===== src/rtl/resp_gen.sv =====
// Purpose: merges single-character echoes with fixed "-OK", "-ERR" and "-XXXX" hex responses into one character FIFO write stream.
// Latency: echo is written 1 cycle after send_char_val; a response starts 2 cycles after send_resp_val, and done pulses the cycle after its last write.
// Backpressure: response characters wait while char_fifo_full or an echo is present; echoes are always written, relying on the FIFO's early full.
module resp_gen #(
    parameter int EOL_CRLF = 1
) (
    input  logic        clk_rx,
    input  logic        rst_clk_rx,
    input  logic        send_char_val,
    input  logic [7:0]  send_char,
    input  logic        send_resp_val,
    input  logic [1:0]  send_resp_type,
    input  logic [15:0] send_resp_data,
    output logic        send_resp_done,
    input  logic        char_fifo_full,
    output logic [7:0]  char_fifo_din,
    output logic        char_fifo_wr_en
);

    typedef enum logic [2:0] {
        IDLE     = 3'd0,
        LOAD     = 3'd1,
        SEND     = 3'd2,
        DONE     = 3'd3,
        WAIT_CLR = 3'd4
    } state_t;

    localparam int EOL_LEN = (EOL_CRLF != 0) ? 2 : 1;

    state_t      state;
    state_t      state_nxt;
    logic [2:0]  char_idx;
    logic [1:0]  type_lat;
    logic [15:0] data_lat;
    logic [2:0]  body_len;
    logic [2:0]  last_idx;
    logic [7:0]  resp_chr;
    logic [3:0]  nibble;
    logic        issue;

    // ASCII for one hex digit: 0-9 -> '0'-'9', A-F -> 'A'-'F'
    function automatic logic [7:0] hex_chr(input logic [3:0] n);
        return (n < 4'd10) ? (8'h30 + {4'h0, n}) : (8'h37 + {4'h0, n});
    endfunction

    // Select the response character at the current index from the latched type/data
    always_comb begin
        body_len = 3'd4;
        nibble   = data_lat[3:0];
        resp_chr = 8'h0A;
        case (type_lat)
            2'b00:   body_len = 3'd3;
            2'b10:   body_len = 3'd5;
            default: body_len = 3'd4;
        endcase
        last_idx = body_len + 3'(EOL_LEN - 1);
        case (char_idx)
            3'd1:    nibble = data_lat[15:12];
            3'd2:    nibble = data_lat[11:8];
            3'd3:    nibble = data_lat[7:4];
            default: nibble = data_lat[3:0];
        endcase
        if (char_idx == 3'd0) begin
            resp_chr = 8'h2D;
        end else if (char_idx < body_len) begin
            case (type_lat)
                2'b00:   resp_chr = (char_idx == 3'd1) ? 8'h4F : 8'h4B;
                2'b10:   resp_chr = hex_chr(nibble);
                default: resp_chr = (char_idx == 3'd1) ? 8'h45 : 8'h52;
            endcase
        end else if ((EOL_CRLF != 0) && (char_idx == body_len)) begin
            resp_chr = 8'h0D;
        end else begin
            resp_chr = 8'h0A;
        end
    end

    // Next-state logic; a response character is issued only on a cycle free of echo and full
    always_comb begin
        state_nxt = state;
        issue     = 1'b0;
        case (state)
            IDLE:     if (send_resp_val) state_nxt = LOAD;
            LOAD:     state_nxt = SEND;
            SEND: begin
                issue = !send_char_val && !char_fifo_full;
                if (issue && (char_idx == last_idx)) state_nxt = DONE;
            end
            DONE:     state_nxt = WAIT_CLR;
            WAIT_CLR: if (!send_resp_val) state_nxt = IDLE;
            default:  state_nxt = IDLE;
        endcase
    end

    // State register
    always_ff @(posedge clk_rx or posedge rst_clk_rx) begin
        if (rst_clk_rx) state <= IDLE;
        else            state <= state_nxt;
    end

    // Request latch and character index; inputs are ignored once the request is latched
    always_ff @(posedge clk_rx or posedge rst_clk_rx) begin
        if (rst_clk_rx) begin
            type_lat <= 2'b00;
            data_lat <= 16'h0000;
            char_idx <= 3'd0;
        end else if (state == LOAD) begin
            type_lat <= send_resp_type;
            data_lat <= send_resp_data;
            char_idx <= 3'd0;
        end else if (issue) begin
            char_idx <= char_idx + 3'd1;
        end
    end

    // Registered FIFO write port and done pulse; echo wins the write slot
    always_ff @(posedge clk_rx or posedge rst_clk_rx) begin
        if (rst_clk_rx) begin
            char_fifo_wr_en <= 1'b0;
            char_fifo_din   <= 8'h00;
            send_resp_done  <= 1'b0;
        end else begin
            char_fifo_wr_en <= send_char_val || issue;
            if (send_char_val)  char_fifo_din <= send_char;
            else if (issue)     char_fifo_din <= resp_chr;
            send_resp_done  <= (state == DONE);
        end
    end

endmodule


===== config.mk =====
export PLATFORM = sky130hd
export DESIGN_NAME = resp_gen
export DESIGN_NICKNAME = d
export VERILOG_FILES = /design/src/rtl/resp_gen.sv
export SDC_FILE = /design/constraint.sdc
export NUM_CORES = 1
export LEC_CHECK = 0
export ABC_AREA = 0
export CORE_UTILIZATION = 46
export CTS_CLUSTER_DIAMETER = 150
export DETAILED_ROUTE_END_ITERATION = 10
export GPL_ROUTABILITY_DRIVEN = 0
export PLACE_DENSITY = 0.88
export SLEW_MARGIN = 0
export SYNTH_ARGS = -nofsm -noshare
export SYNTH_HDL_FRONTEND = slang
export SYNTH_SLANG_ARGS = --single-unit

===== constraint.sdc =====
create_clock -name clk_rx -period 2.4 [get_ports clk_rx]
set_clock_uncertainty 0.1 [all_clocks]
set_input_delay 0.36 -clock clk_rx [delete_from_list [all_inputs] [get_ports clk_rx]]
set_output_delay 0.36 -clock clk_rx [all_outputs]
set_load 0.005 [all_outputs]

# Word-level counts from Yosys, hierarchy flattened
# Index checks and enable logic that the tools add are counted.
[classes]
reduce_logical = 11
mul = 0
n_shift = 0
bitwise = 0
div_mod_pow = 0
n_mux = 18
eq_ne = 13
magnitude_cmp = 2
addsub = 4
[op_table]
columns = ["op", "n"]
rows = [
  ["8-bit 2-to-1 mux", 4],
  ["3-bit 2-to-1 mux", 7],
  ["3-bit case mux with 5 select lines", 1],
  ["6-bit by 4-bit adder with 7-bit output, first input constant", 2],
  ["7-bit case mux with 2 select lines", 1],
  ["3-bit by 2-bit equality test with 1-bit output, second input constant", 4],
  ["4-bit case mux with 3 select lines", 1],
  ["7-bit 2-to-1 mux", 1],
  ["3-bit by 1-bit adder with 3-bit output, second input constant", 2],
  ["3-bit by 1-bit equality test with 1-bit output, second input constant", 2],
  ["3-bit equality test", 2],
  ["3-bit zero test", 2],
  ["2-bit inequality test, second input constant", 3],
  ["3-bit case mux with 2 select lines", 1],
  ["5-bit 2-to-1 mux", 1],
  ["4-bit < comparator, second input constant", 1],
  ["2-bit nonzero test", 2],
  ["3-bit equality test, second input constant", 1],
  ["3-bit < comparator", 1],
  ["3-bit AND reduction", 1],
  ["2-bit equality test, second input constant", 1],
  ["1-bit logical AND", 2],
  ["1-bit zero test", 2],
  ["2-bit zero test", 1],
  ["2 further kinds", 2],
]
[totals]
mem_count = 0
ramBits = 0
register_bits = 34
elab_cells = 55
latchBits = 0
romBits = 0
out_inout_bits = 10

# Longest topological paths before layout
[logic_depth]
word_depth = 9
ltp_mapped = 8

# Worst setup path before layout
# OpenSTA, ideal clock, no wires.
[synth_timing]
path_type = "flip-flop to flip-flop"
start = "register type_lat[0]"
end = "register char_fifo_din[3]"
slack_ns = 0.109
path_stages_with_launch = 8
t_arrival_ns = 2.065
path_buffers = 0
t_required_ns = 2.174
cell_sequence = "dfrtp_1 or2_2 ha_1 nor2b_1 o21ai_0 nor4b_2 nor3_1 a221o_1"
[synth_via]
elab_chain_len = 7
[synth_lines]
columns = ["element", "line_no", "text"]
rows = [
  ["start: declaration", "33", "logic [1:0] type_lat;"],
  ["start signal: assignment", "108", "type_lat <= send_resp_type;"],
  ["2-bit equality test or 2-bit zero test (tied branches)", "51, 66", ""],
  ["3-bit case mux with 2 select lines", "51", "case (type_lat)"],
  ["3-bit < comparator", "65", "end else if (char_idx < body_len) begin"],
  ["8-bit 2-to-1 mux *", "65", ""],
  ["8-bit 2-to-1 mux *", "63", "if (char_idx == 3'd0) begin"],
  ["8-bit 2-to-1 mux *", "125", "else if (issue) char_fifo_din <= resp_chr;"],
  ["8-bit 2-to-1 mux *", "124", "if (send_char_val) char_fifo_din <= send_char;"],
  ["end signal: assignment", "124", ""],
  ["end signal: assignment", "125", ""],
  ["end: declaration", "16", "output logic [7:0] char_fifo_din,"],
]
# Mark *: on every way between the ends. The rest lies on a longest branch, timed or not. The select of a mux whose other input is x is not followed.
# A chain may end at the register's enable or synchronous reset.

# Worst setup path after layout
[layout_timing]
start = "register type_lat[1]"
end = "register char_fifo_din[3]"
# Same word-level chain as after synthesis.

==> flow_metrics.env <==
export IMPL_hpwl_mm=3.06
export IMPL_yosysWarnings=0
export IMPL_place_ws_ps=-48.5
export IMPL_synth_ff_type="dfrtp_1"
export IMPL_grt_max_degree=35
export IMPL_p_leak_uw=0.00107
export IMPL_drtPass1Iterations=4
export IMPL_muxShareOfSynthArea_pct=12.6
export IMPL_start_util_pct=48.5
export IMPL_die_y_microns=67.2
export IMPL_n_antenna_cell=0
export IMPL_dieArea_sq_um=4510
export IMPL_grt_pass1_wl_mm=6.99
export IMPL_via_per_inst=5.55
export IMPL_synthDistinctLibCells=52
export IMPL_clkTransAtPathRegs_ps=70
export IMPL_antenna_found_initial=0
export IMPL_r2r_cells=7
export IMPL_synth_top_area_cell="dfrtp_1"
export IMPL_synth_edf_count=0
export IMPL_status="finished, final reports clean"
export IMPL_cp_end_kind="flop"
export IMPL_whs_ps=365
export IMPL_synthAdderAreaFrac_pct=5.12
export IMPL_worstPathMaxFanout=5
export IMPL_cts_sinks=34
export IMPL_cp_required_ps=2460
export IMPL_crit_type="flop to flop"
export IMPL_detail_route_antenna_nets=0
export IMPL_hold_class="input port to asynchronous set/reset pin"
export IMPL_max_slew_worst_pin_slew_ps=431
export IMPL_routedWlPerCell_microns=14.9
export IMPL_worstPathArrival_ps=2350
export IMPL_syn_area_sq_um=1950
export IMPL_routed_wl_mm=4.12
export IMPL_fmax_mhz=437
export IMPL_ys_seq_area_share_pct=43.6
export IMPL_grt_use_total_pct=21.4
export IMPL_hold_violations=0
export IMPL_numCtsBuffers=5
export IMPL_final_cell_mix="clkdlybuf4s50_1 (40), dfrtp_1 (33), mux2_2 (18), nand2_1 (14), inv_1 (10)"
export IMPL_rsz0062_at_grt="false"
export IMPL_ys_async_sr_fraction_pct=100
export IMPL_synth_nets=212
export IMPL_finalSetupViolations=0
export IMPL_maxCapViolCount=0
export IMPL_drive_gt1_share_pct=24.8
export IMPL_portBuffers=40
export IMPL_max_clock_path_buffers=2
export IMPL_final_nets=264
export IMPL_clk_latency_ps=280
export IMPL_layout_commonest_cell="clkdlybuf4s50_1"
export IMPL_dieWidth_microns=67.2
export IMPL_area_growth_syn_to_layout_pct=32.8
export IMPL_start_kind="flop"
export IMPL_vias=1533
export IMPL_vdd_drop_max_uv=648
export IMPL_power_density_nw_per_um2=1180
export IMPL_finalSetupTns_ps=0
export IMPL_synth_compound_area_share_pct=16.9
export IMPL_post_dp_cell_area_sq_um=2450
export IMPL_core_sq_um=4030
export IMPL_synth_top_family_by_area="simple AND/OR/NAND/NOR gates"
export IMPL_drc=0
export IMPL_synthTopCellsByArea="dfrtp_1 (44%), mux2_2 (10%), ha_1 (5.1%)"
export IMPL_synth_xor_area_share_pct=1.35
export IMPL_slew_viol_final=0
export IMPL_post_route_period_util_pct=95.3
export IMPL_root_buffer="clkbuf_8"
export IMPL_synth_area_per_cell_sq_um=11.3
export IMPL_synth_seq_cells=34
export IMPL_setup_slack_ps=112
export IMPL_cts_htree_levels=2
export IMPL_top_level_ports=41
export IMPL_min_period_ps=2290
export IMPL_synth_top_area_share_pct=43.6
export IMPL_yosys_area_share_simple_pct=17.2
export IMPL_syn_inst=173
export IMPL_fp_row_count=23
export IMPL_stdcell_area_sq_um=2590
export IMPL_grt_ovfl_total=0
export IMPL_slew_headroom_pct=71.3
export IMPL_r2r_slack_ps=110
export IMPL_drt_initial_drc_count=58
export IMPL_cts_tree="done"
export IMPL_grt_pass1_vias=1547
[synthesized netlist by cell type, drive strengths merged (2+ instances only)]
| master | count |
|---|---|
| ha | 8 |
| inv | 10 |
| a22o | 2 |
| a21o | 2 |
| nor3 | 3 |
| nand4b | 3 |
| mux2 | 18 |
| nand3b | 2 |
| nor2b | 4 |
| nand3 | 2 |
| xnor2 | 3 |
| nor2 | 10 |
| nor3b | 2 |
| nand2b | 3 |
| a221o | 3 |
| a211oi | 3 |
| and2b | 2 |
| o21ai | 6 |
| dfrtp | 34 |
| and2 | 4 |
| a221oi | 2 |
| a2111oi | 2 |
| nand2 | 15 |
| buf | 3 |
| a21oi | 6 |
| mux2i | 3 |
[worst max-delay path, cell delays in order, from the launching register on]
cell     delay [ps]
dfrtp_1         440
or2_2           310
ha_1            290
nor2b_1         140
o21ai_2         240
nor4b_2         290
nor3_1           90
a221o_1         270
[power breakdown]
part	switching [uW]	total, uW	internal [uW]
Combinational	802	1640	835
Clock	195	426	231
Sequential	179	1000	821
[area by class of cell]
cell class	instances	area, sq um
clock inverters	1	5.00
multi-input cells	125	1080
well taps	50	62.6
inverters	10	37.5
fillers	332	1440
repair buffers	49	468
flip-flops and latches	34	852
clock buffers	7	86.3
[state kept, by name, summed over array words and instances, names as in the netlist]
name / cells
char_idx: 3
type_lat: 2
send_resp_done: 1
data_lat: 16
char_fifo_din: 8
char_fifo_wr_en: 1
state: 3
[cells by family (layout without fill, tap and decap cells)]
logic type | after synthesis | count (layout)
AND/OR/NAND/NOR | 55 | 55
adder cells (fa/ha/maj) | 8 | 8
AO/OA/AOI/OAI | 38 | 38
flip-flops | 34 | 34
buffers and inverters | 14 | 67
XOR/XNOR | 3 | 3
multiplexers | 21 | 21
[metal layers]
metal / global-route usage (%) / vias up / part of all wire, %
li1: - / 737 / -
met1: 25.7 / 726 / 43
met2: 37.3 / 62 / 50
met3: 6.25 / 8 / 5.8
met4: 5.59 / 0 / 1.6
met5: 0 / - / 0
[final timing paths]
path | startpoint | endpoint
worst max-delay path | type_lat[1] | char_fifo_din[3]
max in group asynchronous | rst_clk_rx | char_idx[1]
worst max register to register | type_lat[1] | char_fifo_din[3]
worst min-delay path | rst_clk_rx | char_fifo_wr_en
worst min register to register | data_lat[7] | data_lat[7]
min in group clk_rx | data_lat[7] | data_lat[7]
[through the flow]
stage               util [%]  power (uW)  cells
finish                  64.4        3060    276
global route            64.4        3300    276
CTS                     63.3        2990    275
detailed placement      60.9        2530    267
global placement        60.9        2470    267
floorplan                  -        2100    173
[what timing repair did]
| item | 4_1_cts | 5_1_grt |
|---|---|---|
| resized for setup | 2 | 6 |
| setup endpoints to repair | 2 | 5 |
| hold buffers | 0 | 0 |
| cloned | 0 | 0 |
| pin swaps | 0 | 1 |
| buffers inserted | 0 | 1 |
Power figures use the tool's default switching activity.
